File: src/rtl/pipelined_cla_adder.sv
// Pipelined carry-lookahead adder: one BLK-bit lookahead block per stage, carry rippled via flops.
// Optional macro SUB_EN adds a 'sub' input that turns the operation into a - b.
module pipelined_cla_adder #(
    parameter int unsigned W   = 32,
    parameter int unsigned BLK = 8
) (
    input  logic         clk,
    input  logic         rst,
    input  logic         in_valid,
    output logic         in_ready,
    input  logic [W-1:0] a,
    input  logic [W-1:0] b,
    input  logic         cin,
`ifdef SUB_EN
    input  logic         sub,
`endif
    output logic         out_valid,
    input  logic         out_ready,
    output logic [W-1:0] sum,
    output logic         cout,
    output logic         ovf,
    output logic         grp_p,
    output logic         grp_g
);

    localparam int unsigned NSTAGE = W / BLK;

    if (BLK < 1 || BLK > W || (W % BLK) != 0) begin : g_param_check
        $error("pipelined_cla_adder: W must be a non-zero multiple of BLK");
    end

    logic [NSTAGE-1:0]        valid_q, valid_d;
    logic [NSTAGE-1:0]        carry_q, carry_d;
    logic [NSTAGE-1:0]        pg_q, pg_d;
    logic [NSTAGE-1:0]        gg_q, gg_d;
    logic [NSTAGE-1:0][W-1:0] a_q, a_d;
    logic [NSTAGE-1:0][W-1:0] b_q, b_d;
    logic [NSTAGE-1:0][W-1:0] sum_q, sum_d;
    logic                     ovf_q, ovf_d;

    logic         adv;
    logic [W-1:0] b_eff;
    logic         cin_eff;

`ifdef SUB_EN
    assign b_eff   = sub ? ~b : b;
    assign cin_eff = sub | cin;
`else
    assign b_eff   = b;
    assign cin_eff = cin;
`endif

    // Per-stage working signals, reused across the unrolled stage loop.
    logic [W-1:0]   a_in, b_in, s_in;
    logic           c0, pg_in, gg_in, v_in;
    logic [BLK-1:0] p, g;
    logic [BLK:0]   c;
    logic           prod, gen;
    int             km1;

    always_comb begin
        valid_d = '0;
        carry_d = '0;
        pg_d    = '0;
        gg_d    = '0;
        a_d     = '0;
        b_d     = '0;
        sum_d   = '0;
        ovf_d   = 1'b0;
        a_in    = '0;
        b_in    = '0;
        s_in    = '0;
        c0      = 1'b0;
        pg_in   = 1'b0;
        gg_in   = 1'b0;
        v_in    = 1'b0;
        p       = '0;
        g       = '0;
        c       = '0;
        prod    = 1'b0;
        gen     = 1'b0;
        km1     = 0;
        for (int k = 0; k < NSTAGE; k++) begin
            km1 = (k == 0) ? 0 : k - 1;
            if (k == 0) begin
                a_in  = a;
                b_in  = b_eff;
                s_in  = '0;
                c0    = cin_eff;
                pg_in = 1'b1;
                gg_in = 1'b0;
                v_in  = in_valid;
            end else begin
                a_in  = a_q[km1];
                b_in  = b_q[km1];
                s_in  = sum_q[km1];
                c0    = carry_q[km1];
                pg_in = pg_q[km1];
                gg_in = gg_q[km1];
                v_in  = valid_q[km1];
            end
            p    = a_in[k*BLK +: BLK] ^ b_in[k*BLK +: BLK];
            g    = a_in[k*BLK +: BLK] & b_in[k*BLK +: BLK];
            c    = '0;
            c[0] = c0;
            // Each carry is a flat sum of products over g/p and c0; no carry feeds another.
            for (int i = 0; i < BLK; i++) begin
                gen  = g[i];
                prod = p[i];
                for (int j = i - 1; j >= 0; j--) begin
                    gen  = gen | (prod & g[j]);
                    prod = prod & p[j];
                end
                c[i+1] = gen | (prod & c0);
            end
            // After the last iteration gen/prod hold the block generate/propagate.
            valid_d[k]               = v_in;
            a_d[k]                   = a_in;
            b_d[k]                   = b_in;
            sum_d[k]                 = s_in;
            sum_d[k][k*BLK +: BLK]   = p ^ c[BLK-1:0];
            carry_d[k]               = c[BLK];
            pg_d[k]                  = pg_in & prod;
            gg_d[k]                  = gen | (prod & gg_in);
            if (k == NSTAGE - 1) begin
                ovf_d = c[BLK] ^ c[BLK-1];
            end
        end
    end

    assign adv      = ~valid_q[NSTAGE-1] | out_ready;
    assign in_ready = adv;

    // Payload only loads with a valid beat, so outputs hold their last value across bubbles.
    always_ff @(posedge clk or posedge rst) begin
        if (rst) begin
            valid_q <= '0;
            carry_q <= '0;
            pg_q    <= '0;
            gg_q    <= '0;
            a_q     <= '0;
            b_q     <= '0;
            sum_q   <= '0;
            ovf_q   <= 1'b0;
        end else if (adv) begin
            valid_q <= valid_d;
            for (int k = 0; k < NSTAGE; k++) begin
                if (valid_d[k]) begin
                    carry_q[k] <= carry_d[k];
                    pg_q[k]    <= pg_d[k];
                    gg_q[k]    <= gg_d[k];
                    a_q[k]     <= a_d[k];
                    b_q[k]     <= b_d[k];
                    sum_q[k]   <= sum_d[k];
                end
            end
            if (valid_d[NSTAGE-1]) begin
                ovf_q <= ovf_d;
            end
        end
    end

    assign out_valid = valid_q[NSTAGE-1];
    assign sum       = sum_q[NSTAGE-1];
    assign cout      = carry_q[NSTAGE-1];
    assign ovf       = ovf_q;
    assign grp_p     = pg_q[NSTAGE-1];
    assign grp_g     = gg_q[NSTAGE-1];

endmodule
File: config.mk
export PLATFORM = sky130hd
export DESIGN_NAME = pipelined_cla_adder
export DESIGN_NICKNAME = d
export VERILOG_FILES = /design/src/rtl/pipelined_cla_adder.sv
export SDC_FILE = /design/constraint.sdc
export NUM_CORES = 1
export LEC_CHECK = 0
export CAP_MARGIN = 20
export CORE_MARGIN = 8
export CORE_UTILIZATION = 40
export DETAILED_ROUTE_END_ITERATION = 8
export MAX_ROUTING_LAYER = met4
export PLACE_DENSITY = 0.65
export SYNTH_ARGS = -nofsm -noshare
export SYNTH_HDL_FRONTEND = slang
export SYNTH_SLANG_ARGS = --single-unit
File: constraint.sdc
create_clock -name clk -period 10.7 [get_ports clk]
set_clock_uncertainty 0.05 [all_clocks]
set_input_delay 2.14 -clock clk [delete_from_list [all_inputs] [get_ports clk]]
set_output_delay 2.14 -clock clk [all_outputs]
set_load 0.02 [all_outputs]
# Yosys cells after proc, flatten, opt, wreduce, memory -nomap -nowiden

Index checks and enable logic that the tools add are counted.

Input port bits: 69
Output and inout bits: 38
Register bits after elaboration: 289
Memories kept: 0
RAM bits: 0
ROM bits: 0
Latch bits: 0

Multiply operators: 0
Bitwise gates (word level): 424
$add $sub $neg: 0
Mux-type cells: 0
Equal/unequal tests: 0
Divide/modulo/power cells: 0
Magnitude comparators: 0
Reduce and logical (&&, ||, !) cells: 4
Shift-type cells: 0

Operators by type and width:

| operator         | count |
|---|---|
| $and 1x1->1      | 262 |
| $or 1x1->1       | 148 |
| $xor 8x8->8      | 8 |
| $and 8x8->8      | 4 |
| $reduce_and 2->1 | 4 |
| $not 1->1        | 1 |
| $xor 1x1->1      | 1 |

# Logic depth before layout (Yosys ltp)

Gate-level depths: netlist of run 1.

Word-level depth: 11
Depth in mapped cells: 7
Gate-level depth less buffers: 6

# Worst setup path after synthesis of run 1

Ideal clock, no wire load.

Path kind: input to output
Start point: input port out_ready
End point: output port in_ready
Stages: 2
Path slack: 6.028 ns
Path buffers: 1
Arrival: 2.482 ns
Cell sequence: nand2b_1 -> buf_4

Word-level cells in the longest chain between the ends: 1

RTL lines:

| item               | RTL line | RTL |
|---|---|---|
| start: declaration | 18       | `input logic out_ready,` |
| $or 1x1->1         | 131      | `assign adv = ~valid_q[NSTAGE-1] \| out_ready;` |
| end: declaration   | 10       | `output logic in_ready,` |

Every way passes these cells.

# Final worst setup path of run 1

Ends and elaborated chain as after synthesis.

==> results.md, run 1 <==
- Max Slew Vio Count: 0
- Fillers: 1952
- Main synth FF type: dfrtp_1
- Clk pwr share: 18.9%
- Die W: 161.8 um
- Synth top area cells: dfrtp_1, mux2_2, nand2_1, ha_1, o21ai_0
- Post-route cell area: 10380 um2
- Sequential cell area: 4830 um2
- First-pass iteration count of the detailed router: 4
- IO Port Bufs: 106
- Setup_tns: 0 ns
- Outcome: complete, no violations
- Sw Pwr: 1.136 mW
- Final min period: 5.890 ns
- Max IR drop VDD: 0.1406 mV
- Leakage: 4.595 nW
- Pint: 1.990 mW
- Worst-Margin Slew: 0.8685 ns
- Total gr overflow: 0
- Register area share after synthesis: 56.79%
- Multi-input combinational cell area: 3498 um2
- Worst setup margin: 4.810 ns
- Routed WL: 16530 um
- Vias per std cell: 4.816
- Setup-failing EPs final: 0
- Switching Share: 36.35%
- Synthesized Nets: 807
- Cts repair resizes: 0
- Sequential share of power: 39.2%
- Max Freq: 0.1698 GHz
- DRC violations left: 0
- Power per cell area: 301.1 nW/um2
- Fin util: 49.55%
- Initial antenna violation count: 0
- Post-synth EDFFs: 0
- Hold Vio Cnt, Final: 0
- Global-route wire length before repair: 27940 um
- CP Max Fanout: 13
- Clock latency on the worst-skew pair: 0.43 ns
- CP startpoint kind: primary input
- Maximum root-to-sink buffer count: 2
- Max-slew headroom: 42.10%
- Area leader, netlist: dfrtp_1
- Netlist Area Pre-Place: 8504 um2
- Post-DRT Antenna Nets: 0
- Wirelength per Cell: 15.11 um
- Clk sinks: 193
- Yosys warning count: 0
- Period utilization: 55.05%
- Combinational power share: 41.8%
- Cell variety after synth: 48
- Cell Rows: 53
- I/O Pins: 107
- HP Class: register to register
- Final HPWL DP: 11880 um
- Full die area: 26180 um2
- DP Worst Slack: 4.820 ns
- Core area: 20960 um2
- Critical Path End Type: primary output
- Worst endpoint required time: 8.51 ns
- DRT iter0 DRCs: 246
- Hold Buf Count CTS: 0
- Top cell type's share of synthesized area: 56.79%
- Htree depth: 4
- RSZ-0062 raised after global routing: no
- Initial Util: 40.58%
- Largest net degree at the start of global routing: 127
- Via count: 5269
- Total Routing Usage GR: 13.61%
- CTS tree: done
- Vias in the first global route: 5420
- Synthesis-stage register bit count: 193
- Placed cell area: 9831 um2
- Max_cap viols: 0
- Die height: 161.8 um
- Arrival @ worst endpoint: 3.70 ns
- Area grow syn2layout: 22.08%
- Nets@finish: 911
- Async set-reset flop share out of synthesis: 100.0%
- Root Driver: clkbuf_16
- Inserted Clock Buffers: 17
- Inserted Diodes: 0
- Postcts setup bufs: 0
- Clk slew on worst S/H paths: 0.08 ns
- Cells after Synth: 702
- Routability congestion estimate: 0.7834
- Avg Synthesized Cell Area: 12.11 um2
- Fraction of layout instances using a drive strength above 1: 20.76%
- Critical path type: primary input to primary output
worst max-delay path, cell delays in order:
cell             delay, ns
clkdlybuf4s50_1       0.45
nand2b_1              0.41
clkdlybuf4s50_1       0.70
routing by layer:
metal	GRT usage (%)	vias up	wire, um
met3	2.480	12	528
met2	19.30	80	7020
li1	-	2660	-
met4	4.672	0	182
met1	19.25	2517	8800
met5	-	-	0
path summary, 6_finish.rpt:
check	start	end	cells past startpoint	slack [ns]
worst max-delay path	out_ready	in_ready	3	4.81
worst min-delay path	s_in[5]	sum[5]	2	0.41
worst max register to register	valid_q[3]	sum_d[39]	5	8.12
worst min register to register	s_in[5]	sum[5]	2	0.41
max in group asynchronous	rst	a_d[60]	3	6.92
min in group asynchronous	rst	sum[6]	2	2.25
registers in the layout (all words and copies together) (netlist names):
signal,count
a_d,40
b_d,40
sum,32
s_in,24
sum_d,24
a_in,8
b_in,8
carry_q,4
gg_q,4
pg_q,4
valid_q,4
ovf,1
kinds of logic (layout without fill, tap and decap cells):
| kind of cell | count (synthesis) | count (layout) | share of synthesized area, % |
|---|---|---|---|
| simple gates | 180 | 180 | 8.960 |
| mux | 126 | 126 | 16.67 |
| buf+inv | 39 | 156 | 2.104 |
| xor+xnor | 22 | 22 | 2.266 |
| compound gates | 106 | 106 | 7.562 |
| fa+ha+maj | 36 | 36 | 5.650 |
| flops | 193 | 193 | 56.79 |
cell usage in the layout (no fill, tap or decap), types with 9 or more instances in the layout:
cell,n
a21o_1,9
a21oi_1,25
clkbuf_16,17
clkdlybuf4s50_1,106
dfrtp_1,193
ha_1,32
inv_1,11
mux2_2,125
nand2_1,130
nor2_1,13
o21ai_0,39
xnor2_1,9
xor2_1,13
power by group through the flow:
stage	Clock (mW)	Combinational [mW]	Sequential, mW
CTS	0.613	1.33	1.23
global placement	0	1.30	1.23
global route	0.640	1.46	1.27
floorplan	0	0.892	1.26
finish	0.592	1.31	1.23
detailed placement	0	1.32	1.24
cell usage after synthesis, types with 2 or more instances:
cell type and count:
xor2_1 13, o31ai_1 3, o22a_1 2, inv_1 12, o21a_1 3, buf_4 3, nand2_1 131, buf_2 17
nor3_1 8, o21ai_2 2, a31oi_1 2, o211ai_1 5, a21oi_1 25, clkbuf_1 7, a21o_1 9, nand4_1 5
nand2b_1 4, nor2_1 13, xnor2_1 9, ha_1 32, fa_1 4, and2_1 4, mux2_2 125, o21ai_0 39
o21bai_1 2, a211oi_1 2, nand3_1 5, dfrtp_1 193, o22ai_1 2, nor3b_1 3
through the flow:
stage / power (mW) / cells / hold WS, ns
floorplan: 2.149 / 702 / 0.3831
global placement: 2.529 / 1062 / 0.3973
detailed placement: 2.563 / 1062 / 0.4060
CTS: 3.170 / 1094 / 0.4147
global route: 3.374 / 1094 / 0.4321
finish: 3.126 / 1094 / 0.4143
final cells by class:
| type | count | share of cell area, % |
|---|---|---|
| sequential | 193 | 46.52 |
| multi-input combinational | 470 | 33.69 |
| timing repair buffer | 112 | 10.65 |
| clock buffer | 18 | 4.134 |
| tap | 275 | 3.314 |
| clock inverter | 14 | 1.181 |
| inverter | 12 | 0.5061 |
No activity file was read; power rests on OpenSTA's default activity.
==> run 2, diff against run 1 <==
--- a/config.mk
+++ b/config.mk
@@ -10,7 +10,7 @@
 export CORE_UTILIZATION = 40
 export DETAILED_ROUTE_END_ITERATION = 8
 export MAX_ROUTING_LAYER = met4
-export PLACE_DENSITY = 0.65
+export PLACE_DENSITY = 0.67
 export SYNTH_ARGS = -nofsm -noshare
 export SYNTH_HDL_FRONTEND = slang
 export SYNTH_SLANG_ARGS = --single-unit
==> constraint.sdc (replaced) <==
create_clock -name clk -period 4.74 [get_ports clk]
set_clock_uncertainty 0.05 [all_clocks]
set_input_delay 0.948 -clock clk [delete_from_list [all_inputs] [get_ports clk]]
set_output_delay 0.948 -clock clk [all_outputs]
set_load 0.02 [all_outputs]
==> run 2 against run 1 <==
Largest cell class unchanged. Design area grew 0.95%. Setup slack lost 3.5 ns. Clock power grew to 2.6 times the previous value. Wire length grew 0.17%. Highest routed layer unchanged. Critical path depth is the same. Total power grew 130%. Sequential share of layout area shrank 0.44 points.
==> results.md, run 2 (synthesis results as in run 1) <==
- CTS tree: done
- Max IR drop VDD: 0.3645 mV (+160%)
- Clk slew on worst S/H paths: 0.07 ns (about the same)
- Via count: 5333 (+1.2%)
- Largest net degree at the start of global routing: 194 (+53%)
- Post-route cell area: 10480 um2 (+0.95%)
- Routed WL: 16560 um (+0.17%)
- Non-filler instance count after layout: 1094 (unchanged)
- Power per cell area: 690.9 nW/um2 (+130%)
- Commonest non-fill, non-tap cell in the layout: dfrtp_1
- FF-to-FF path depth: 4 (-1)
- Die W: 161.8 um (unchanged)
- Inserted Clock Buffers: 17 (unchanged)
- Total Routing Usage GR: 13.60% (about the same)
- Final min period: 3.468 ns
- R2r setup slk: 2.43 ns (-5.69 ns)
- Routability congestion estimate: 0.7848 (+0.18%)
- DRC violations left: 0 (unchanged)
- Htree depth: 4 (unchanged)
- I/O Pins: 107 (unchanged)
- Vias per std cell: 4.875 (+1.2%)
- Setup_tns: 0 ns (unchanged)
- Inserted Diodes: 0 (unchanged)
- Core area: 20960 um2 (unchanged)
- Vias in the first global route: 5588 (+3.1%)
- Arrival @ worst endpoint: 2.47 ns (-1.23 ns)
- Combinational power share: 40.6% (-1.2 points)
- Max_cap viols: 0 (unchanged)
- Global-route wire length before repair: 28230 um (+1.0%)
- Postcts setup bufs: 0 (unchanged)
- DRT iter0 DRCs: 290 (+18%)
- Initial Util: 40.58% (unchanged)
- Max Freq: 0.2883 GHz
- Reg2reg start: valid_q[3]
- Max-slew headroom: 30.75% (-11 points)
- Placed cell count: 1062 (unchanged)
- CP Max Fanout: 13 (unchanged)
- Pint: 4.674 mW (+130%)
- IO Port Bufs: 106 (unchanged)
- Max Slew Vio Count: 0 (unchanged)
- First-pass iteration count of the detailed router: 4 (unchanged)
- Critical Path End Type: primary output
- Switching Share: 35.46% (-0.89 points)
- Cts repair resizes: 0 (unchanged)
- Sw Pwr: 2.568 mW (+130%)
- Initial antenna violation count: 0 (unchanged)
- Total gr overflow: 0 (unchanged)
- Root Driver: clkbuf_16
- Full die area: 26180 um2 (unchanged)
- Placed cell area: 9852 um2 (+0.22%)
- CP startpoint kind: primary input
- Nets@finish: 911 (unchanged)
- Cell Rows: 53 (unchanged)
- Setup-failing EPs final: 0 (unchanged)
- Fraction of layout instances using a drive strength above 1: 20.88% (+0.12 points)
- Die height: 161.8 um (unchanged)
- Area grow syn2layout: 23.25%
- Maximum root-to-sink buffer count: 2 (unchanged)
- Outcome: complete, no violations
- CP endpoint: in_ready
- RSZ-0062 raised after global routing: no
- Critical path startpoint: out_ready
- Post-DRT Antenna Nets: 0 (unchanged)
- Critical path type: primary input to primary output
- Clk sinks: 193 (unchanged)
- Wirelength per Cell: 15.14 um (+0.17%)
- Clk pwr share: 20.9% (+2.0 points)
- HP Start: s_in[3]
- Clock latency on the worst-skew pair: 0.43 ns (about the same)
- HP Class: register to register
- Fillers: 1865 (-4.5%)
- Final HPWL DP: 11910 um (+0.26%)
- Hold Vio Cnt, Final: 0 (unchanged)
- Leakage: 4.633 nW (+0.82%)
- Fin util: 50.02% (+0.47 points)
- Worst-Margin Slew: 1.039 ns (+0.1703 ns)
- Sequential share of power: 38.5% (-0.7 points)
- Period utilization: 73.17%
- Reg-to-reg endpoint: sum_d[39]
- Worst endpoint required time: 3.74 ns (-4.77 ns)
- Hold Buf Count CTS: 0 (unchanged)
- Highest-count cells in the layout ignoring fill and taps: dfrtp_1, nand2_1, mux2_2
run 2: power by group through the flow:
stage / clock (mW) / combinational [mW] / sequential, mW
floorplan: 0 / 2.01 / 2.84
global placement: 0 / 2.91 / 2.79
detailed placement: 0 / 2.97 / 2.82
CTS: 1.55 / 2.99 / 2.80
global route: 1.62 / 3.30 / 2.89
finish: 1.51 / 2.94 / 2.79
run 2: metal layers:
layer / global-route usage (%) / share of wire (%) / up-vias
li1: - / - / 2656
met1: 18.77 / 52 / 2572
met2: 19.80 / 43 / 92
met3: 2.936 / 4.0 / 13
met4: 4.040 / 1.2 / 0
met5: - / 0 / -
run 2: per-stage QoR:
step                setup WS (ns)  total power, mW  hold slack [ns]
floorplan                   1.252            4.851           0.3831
global placement            1.252            5.702           0.3970
detailed placement          1.248            5.793           0.4064
CTS                         1.239            7.331           0.4235
global route                1.153            7.810           0.4470
finish                      1.272            7.242           0.4183
run 2: area by class of cell:
type	count	area (um2)	area share, %
inverters	12	48.80	0.4656
clock buffers	18	439.2	4.190
repair buffers	112	1131	10.79
well taps	275	344.1	3.283
flip-flops and latches	193	4830	46.08
clock inverters	14	190.2	1.814
multi-input cells	470	3498	33.38
run 2: critical path: stages:
cell	delay [ns]
clkdlybuf4s50_1	0.45
nand2b_1	0.38
clkdlybuf4s50_1	0.69
run 2: how the worst min path moves through the flow:
stage | end | slack (ns) | depth (start not counted)
floorplan | sum[0] | 0.38 | 2
global placement | sum[4] | 0.40 | 2
global route | sum[14] | 0.45 | 2
detailed placement | sum[9] | 0.41 | 2
finish | sum[3] | 0.42 | 2
CTS | sum[14] | 0.42 | 2
